$ cat src/rtl/hazard_ctrl.sv
// Pipeline hazard controller: operand forwarding, load-use stalls, branch flushes, memory waits and mul/div sequencing.
// Optional macro HAZARD_PERF_CNT_EN adds stall_cycles / flush_count performance counters.
module hazard_ctrl (
   input  logic       clk,
   input  logic       rst,
   input  logic       id_valid,
   input  logic [4:0] id_rs1,
   input  logic [4:0] id_rs2,
   input  logic       id_rs1_use,
   input  logic       id_rs2_use,
   input  logic       ex_valid,
   input  logic       ex_we,
   input  logic       ex_is_load,
   input  logic [4:0] ex_rd,
   input  logic       ex_br_taken,
   input  logic       ex_mc_req,
   input  logic       mc_done,
   input  logic       mem_valid,
   input  logic       mem_we,
   input  logic [4:0] mem_rd,
   input  logic       mem_busy,
   output logic       stall_if,
   output logic       stall_id,
   output logic       stall_ex,
   output logic       stall_mem,
   output logic       bubble_ex,
   output logic       bubble_mem,
   output logic       flush_if,
   output logic       flush_id,
   output logic       mc_go,
   output logic [1:0] fwd_rs1_sel,
   output logic [1:0] fwd_rs2_sel
`ifdef HAZARD_PERF_CNT_EN
   ,
   output logic [31:0] stall_cycles,
   output logic [31:0] flush_count
`endif
);

   // state    | meaning
   // RUN      | normal issue; priority rules decide controls
   // MEM_WAIT | data memory busy, whole pipe frozen
   // MC_WAIT  | mul/div in flight, front end held until result can enter MEM
   typedef enum logic [1:0] {RUN = 2'd0, MEM_WAIT = 2'd1, MC_WAIT = 2'd2} state_t;

   state_t state_q, state_d;
   logic   lu;
   logic   mc_exit;

   // Loads are never forwarded from EX: their data only exists in MEM.
   function automatic logic [1:0] fwd_sel(input logic [4:0] rs,
                                          input logic       exv, input logic exwe,
                                          input logic       exld, input logic [4:0] exrd,
                                          input logic       memv, input logic memwe,
                                          input logic [4:0] memrd);
      if (exv && exwe && !exld && (exrd == rs) && (rs != 5'd0))
         return 2'b01;
      else if (memv && memwe && (memrd == rs) && (rs != 5'd0))
         return 2'b10;
      else
         return 2'b00;
   endfunction

   always_comb begin
      fwd_rs1_sel = fwd_sel(id_rs1, ex_valid, ex_we, ex_is_load, ex_rd, mem_valid, mem_we, mem_rd);
      fwd_rs2_sel = fwd_sel(id_rs2, ex_valid, ex_we, ex_is_load, ex_rd, mem_valid, mem_we, mem_rd);
   end

   assign lu = id_valid && ex_valid && ex_is_load && ex_we && (ex_rd != 5'd0) &&
               ((id_rs1_use && (id_rs1 == ex_rd)) || (id_rs2_use && (id_rs2 == ex_rd)));

   assign mc_exit = mc_done && !mem_busy;

   always_ff @(posedge clk or negedge rst) begin
      if (!rst) state_q <= RUN;
      else      state_q <= state_d;
   end

   // MEM_WAIT with mem_busy low behaves exactly like RUN, so release costs no cycle.
   always_comb begin
      state_d = state_q;
      case (state_q)
         RUN, MEM_WAIT: begin
            if (mem_busy)                    state_d = MEM_WAIT;
            else if (ex_valid && ex_mc_req)  state_d = MC_WAIT;
            else                             state_d = RUN;
         end
         MC_WAIT: if (mc_exit) state_d = RUN;
         default: state_d = RUN;
      endcase
   end

   always_comb begin
      stall_if   = 1'b0;
      stall_id   = 1'b0;
      stall_ex   = 1'b0;
      stall_mem  = 1'b0;
      bubble_ex  = 1'b0;
      bubble_mem = 1'b0;
      flush_if   = 1'b0;
      flush_id   = 1'b0;
      mc_go      = 1'b0;
      case (state_q)
         RUN, MEM_WAIT: begin
            if (mem_busy) begin
               stall_if  = 1'b1;
               stall_id  = 1'b1;
               stall_ex  = 1'b1;
               stall_mem = 1'b1;
            end else if (ex_valid && ex_mc_req) begin
               mc_go      = 1'b1;
               stall_if   = 1'b1;
               stall_id   = 1'b1;
               stall_ex   = 1'b1;
               bubble_mem = 1'b1;
            end else if (ex_br_taken) begin
               flush_if = 1'b1;
               flush_id = 1'b1;
            end else if (lu) begin
               stall_if  = 1'b1;
               stall_id  = 1'b1;
               bubble_ex = 1'b1;
            end
         end
         MC_WAIT: begin
            if (!mc_exit) begin
               stall_if   = 1'b1;
               stall_id   = 1'b1;
               stall_ex   = 1'b1;
               stall_mem  = mem_busy;
               bubble_mem = !mem_busy;
            end
         end
         default: ;
      endcase
      if (!rst) begin
         stall_if   = 1'b0;
         stall_id   = 1'b0;
         stall_ex   = 1'b0;
         stall_mem  = 1'b0;
         bubble_ex  = 1'b0;
         bubble_mem = 1'b0;
         flush_if   = 1'b0;
         flush_id   = 1'b0;
         mc_go      = 1'b0;
      end
   end

`ifdef HAZARD_PERF_CNT_EN
   logic [31:0] stall_cnt_q, stall_cnt_d;
   logic [31:0] flush_cnt_q, flush_cnt_d;

   assign stall_cnt_d = stall_cnt_q + {31'd0, stall_if};
   assign flush_cnt_d = flush_cnt_q + {31'd0, flush_if};

   always_ff @(posedge clk or negedge rst) begin
      if (!rst) begin
         stall_cnt_q <= 32'd0;
         flush_cnt_q <= 32'd0;
      end else begin
         stall_cnt_q <= stall_cnt_d;
         flush_cnt_q <= flush_cnt_d;
      end
   end

   assign stall_cycles = stall_cnt_q;
   assign flush_count  = flush_cnt_q;
`endif

endmodule

$ cat config.mk
export PLATFORM = sky130hd
export DESIGN_NAME = hazard_ctrl
export DESIGN_NICKNAME = d
export VERILOG_FILES = /design/src/rtl/hazard_ctrl.sv
export SDC_FILE = /design/constraint.sdc
export NUM_CORES = 1
export LEC_CHECK = 0
export CAP_MARGIN = 20
export CORE_MARGIN = 1
export CORE_UTILIZATION = 30
export CTS_CLUSTER_SIZE = 10
export DETAILED_ROUTE_END_ITERATION = 8
export PLACE_DENSITY = 0.81
export SYNTH_ARGS = -nofsm -noshare
export SYNTH_HDL_FRONTEND = slang
export SYNTH_SLANG_ARGS = --single-unit
$ cat constraint.sdc
create_clock -name clk -period 2.2 [get_ports clk]
set_input_delay 0.55 -clock clk [delete_from_list [all_inputs] [get_ports clk]]
set_output_delay 0.55 -clock clk [all_outputs]
set_load 0.01 [all_outputs]
# After elaboration in Yosys (flattened, before gate mapping)
# Index checks and enable logic that the tools add are counted.
# word_totals
regBits	2
in_bits	34
# op_classes
n_eq_ne	9
mux	38
reduce_logical	28
# op_table
operator	count
5-bit == test	6
1-bit two-way mux	26
1-bit logical AND	20
5-bit nonzero test	3
2-bit two-way mux	7
1-bit one-hot mux with 2 select lines	4
2-bit one-hot mux with 2 select lines	1
2-bit by 1-bit == test with 1-bit output, second input constant	1
2-bit == test, second input constant	1
1-bit zero test	2
2-bit zero test	1
2-bit inequality test, second input constant	1
2-bit OR reduction	1
1-bit logical OR	1

# Logic depth before layout (Yosys ltp)
# logic_depth
depth_word	11
mapped_depth	6

# Worst setup path after synthesis
# OpenSTA, ideal clock, no wires.
# synth_path
kind	input port to output port
from	input port ex_rd[1]
to	output port stall_if
arrival_time_ns	1.569
t_required_ns	1.650
path_slack_ns	0.081
path_stages	4
path_buffers	1
path_cell_list	or4_1 > o21ai_0 > o21bai_1 > buf_4
# synth_via
elab_chain_cells	10
word_cells_on_any_way	14
# synth_lines
element	line	text
start: declaration	14	input logic [4:0] ex_rd,
5-bit == test	70	((id_rs1_use && (id_rs1 == ex_rd)) || (id_rs2_use && (id_rs2 == ex_rd)));
1-bit logical AND	70	
1-bit logical OR	70	
1-bit logical AND (*)	69	assign lu = id_valid && ex_valid && ex_is_load && ex_we && (ex_rd != 5'd0) &&
1-bit two-way mux (*) (4 in a row)	n/a	
1-bit one-hot mux with 2 select lines (*)	n/a	
1-bit two-way mux (*)	n/a	
end: declaration	22	output logic stall_if,
# Mark *: on every way between the ends. The rest lies on a longest branch, timed or not.

# Worst setup path after layout
# layout_path
from	input port id_rs2[4]
to	output port fwd_rs2_sel[1]
# layout_via
elab_chain_cells	5
word_cells_on_any_way	9
# layout_lines
element	line	text
start: declaration	8	input logic [4:0] id_rs2,
5-bit == test	58	else if (memv && memwe && (memrd == rs) && (rs != 5'd0))
1-bit logical AND (2 in a row)	58	
2-bit two-way mux	58	
2-bit two-way mux (*)	56	if (exv && exwe && !exld && (exrd == rs) && (rs != 5'd0))
end: declaration	32	output logic [1:0] fwd_rs2_sel
# Marked as above.

==> metrics.yaml <==
logic_synthesis:
  synth_edf_count: 0
  synthesis.nets: 108
  syn_area_um2: 519
  yosysWarnings: 0
  async_flop_share_pct: 100
  synth_area_leaders: "xor2_1 29%, dfrtp_1 9.6%, nor3_1 6.7%"
  synthCells: 74
  yosysSeqAreaShare_pct: 9.64
  synth_top_area_cell: "xor2_1"
  synth_flop_cell: "dfrtp_1"
  yosysUniqueCellTypes: 28
  synth_top_area_share_pct: 28.7
  synth-seq-cells: 2
  syn_area_per_cell_um2: 7.02
critical_path:
  r2r_slack_ns: 1.17
  crit_path_end_kind: "primary output"
  reg2regPathDepth: 2
  worstPathCellList: "buf_8 -> or4_4 -> nand2_4 -> a2111oi_4 -> and3_1 -> buf_2"
  slowest_stage: "or4_4"
  arrival_ns: 1.66
  reg2reg_from: "state_q[1]"
  critPathTopFamily: "simple AND/OR/NAND/NOR gates"
  crit_type: "in2out"
  cp.depth: 6
  critPathMaxFanout: 3
  worst_ep_required_time_ns: 1.65
  reg2reg_to: "state_q[1]"
  critical_path.startpoint_type: "input pin"
  path_buf_inv: 2
  max_stage_delay_ns: 0.55
cells_and_area:
  areaGrowthSynthToFinish_pct: 137
  fin_util_pct: 79.0
  largest_reg_flops: 2
  reg_top3: "state_q x2"
  drive_gt1_share_pct: 53.6
  largest_register: "state_q"
  diodes: 0
  fin_nets: 174
status:
  outcome: "complete, but fails checks"
  violations: "DRC, setup timing"
global_route:
  grt-ovfl-total: 0
  track_usage_pct: 23.3
  antenna_found_initial: 0
  grt_pass1_wl_mm: 3.40
  grt_start_max_net_pins: 7
  grt_pass1_vias: 851
sta:
  setup_viol: 1
  hold_viol_final: 0
  slew_headroom_pct: 76.4
  maxSlewViolCount: 0
  min_period_over_period_pct: 101
  tightest_slew_ns: 0.352
  fmax_mhz: 452
  skew_ns: 0.00156
  fin_crit_ns: 2.21
  grt_setup_unrepaired: "yes"
  tns_ns: -0.0110
  fin_ws_ns: -0.0110
placement:
  hpwl_mm: 1.57
  pre_cts_ws_ns: -0.794
  port_buffers: 46
  routabilityCongestion: 0.861
drt:
  wl_mm: 2.40
  drt-pass1-iter-count: 6
  wire_per_inst_um: 15.6
  final_antenna_net_count: 0
  vias_per_cell: 5.41
  vias: 833
  drc: 6
  drtIter0Drc: 16
clock_network:
  cts-buffers-inserted: 3
  clk-insertion-delay-late_ns: 0.22
  clk_pin_slew_ns: 0.03
  clockBufferDepth: 2
  clock-sinks: 2
  cts-root-buf: "clkbuf_4"
  tritoncts: "yes"
  h-tree-depth: 1
floorplan:
  start_util_pct: 33.3
  die_w_um: 43.6
  dieArea_mm2: 0.00190
  io_pins: 47
  num_rows: 14
  core-area_mm2: 0.00156
  die_y_um: 43.6
pwr:
  p_per_area_mw_per_mm2: 271
  leakagePower_nw: 0.598
  ir_drop_mv: 0.254
flow_run:
  cap_violations: 0
min_path:
  min_path_type: "in2async"
-- cell type report --
| class | instances | area (um2) |
|---|---|---|
| sequential | 2 | 50.0 |
| clock buffer | 3 | 22.5 |
| timing repair buffer | 64 | 510 |
| tap | 16 | 20.0 |
| inverter | 2 | 7.51 |
| multi-input combinational | 67 | 621 |
| fill | 118 | 328 |
-- worst register-to-register path: cells and delay by family (launching register included) --
kind,cells,cell delay [ns]
buffers and inverters,1,0.19
AOI/OAI and AO/OA,1,0.29
DFF,1,0.44
-- synth_stat cells, drive strengths merged (2+ instances only) --
cell / instances
dfrtp: 2
nand2b: 2
nor3: 7
buf: 3
o22ai: 2
a21oi: 2
nand2: 9
xor2: 17
nor3b: 2
nor2: 7
inv: 2
or4: 3
nor2b: 3
-- power breakdown --
group	switching [mW]	internal [mW]	total, mW
combinational	0.0999	0.110	0.210
clock	0.0186	0.0600	0.0786
sequential	0.00419	0.0404	0.0446
total	0.123	0.210	0.333
-- cell families (layout without fill, tap and decap cells) --
family                    count (synthesis)  after routing  synth area share, %
AOI/OAI and AO/OA                        12             12                 17.4
xor gates and xnor gates                 17             17                 28.7
buffers and inverters                     5             69                 5.30
DFF                                       2              2                 9.64
and+or+nand+nor                          38             38                 39.0
-- worst max path at each step --
| stage | slack [ns] | from | endpoint |
|---|---|---|---|
| 6_report | -0.01 | id_rs2[4] | fwd_rs2_sel[1] |
| 5_1_grt | -0.04 | id_rs2[4] | fwd_rs2_sel[1] |
| 4_1_cts | -0.01 | id_rs1[3] | fwd_rs1_sel[1] |
| 3_5_place_dp | -0.79 | ex_rd[0] | bubble_ex |
| 3_3_place_gp | -0.79 | ex_rd[0] | bubble_ex |
| 2_1_floorplan | 0.08 | ex_rd[1] | stall_if |
-- routing by layer --
layer | up-vias | global-route usage (%) | part of all wire (%)
met2 | 58 | 46.9 | 50
met1 | 377 | 24.0 | 36
met5 | - | 0 | 0
met3 | 8 | 2.92 | 10
li1 | 390 | - | -
met4 | 0 | 8.13 | 3.3
-- layout by cell type, fill, tap and decap left out, types with 4 or more instances in the layout --
cell type / count
buf_4: 20
dlygate4sd2_1: 17
xor2_1: 14
buf_2: 11
nand2_1: 7
buf_6: 6
nor3_2: 5
nor2_1: 5
clkbuf_2: 4
-- what timing repair did --
action	in CTS	in global routing
gates resized for setup	129	39
endpoints found under the setup margin	13	7
hold buffers	0	0
buffers inserted	4	1
pin swaps	19	17
-- per-stage QoR --
step	hold slack, ns	std cells	power (mW)	area [um2]
after global placement	0.523	147	0.226	1080
after CTS	0.384	154	0.306	1140
after floorplan	0.254	74	0.107	519
after global routing	0.400	154	0.356	1230
final	0.393	154	0.333	1230
after detailed placement	0.528	147	0.227	1080
Power figures use the tool's default switching activity.
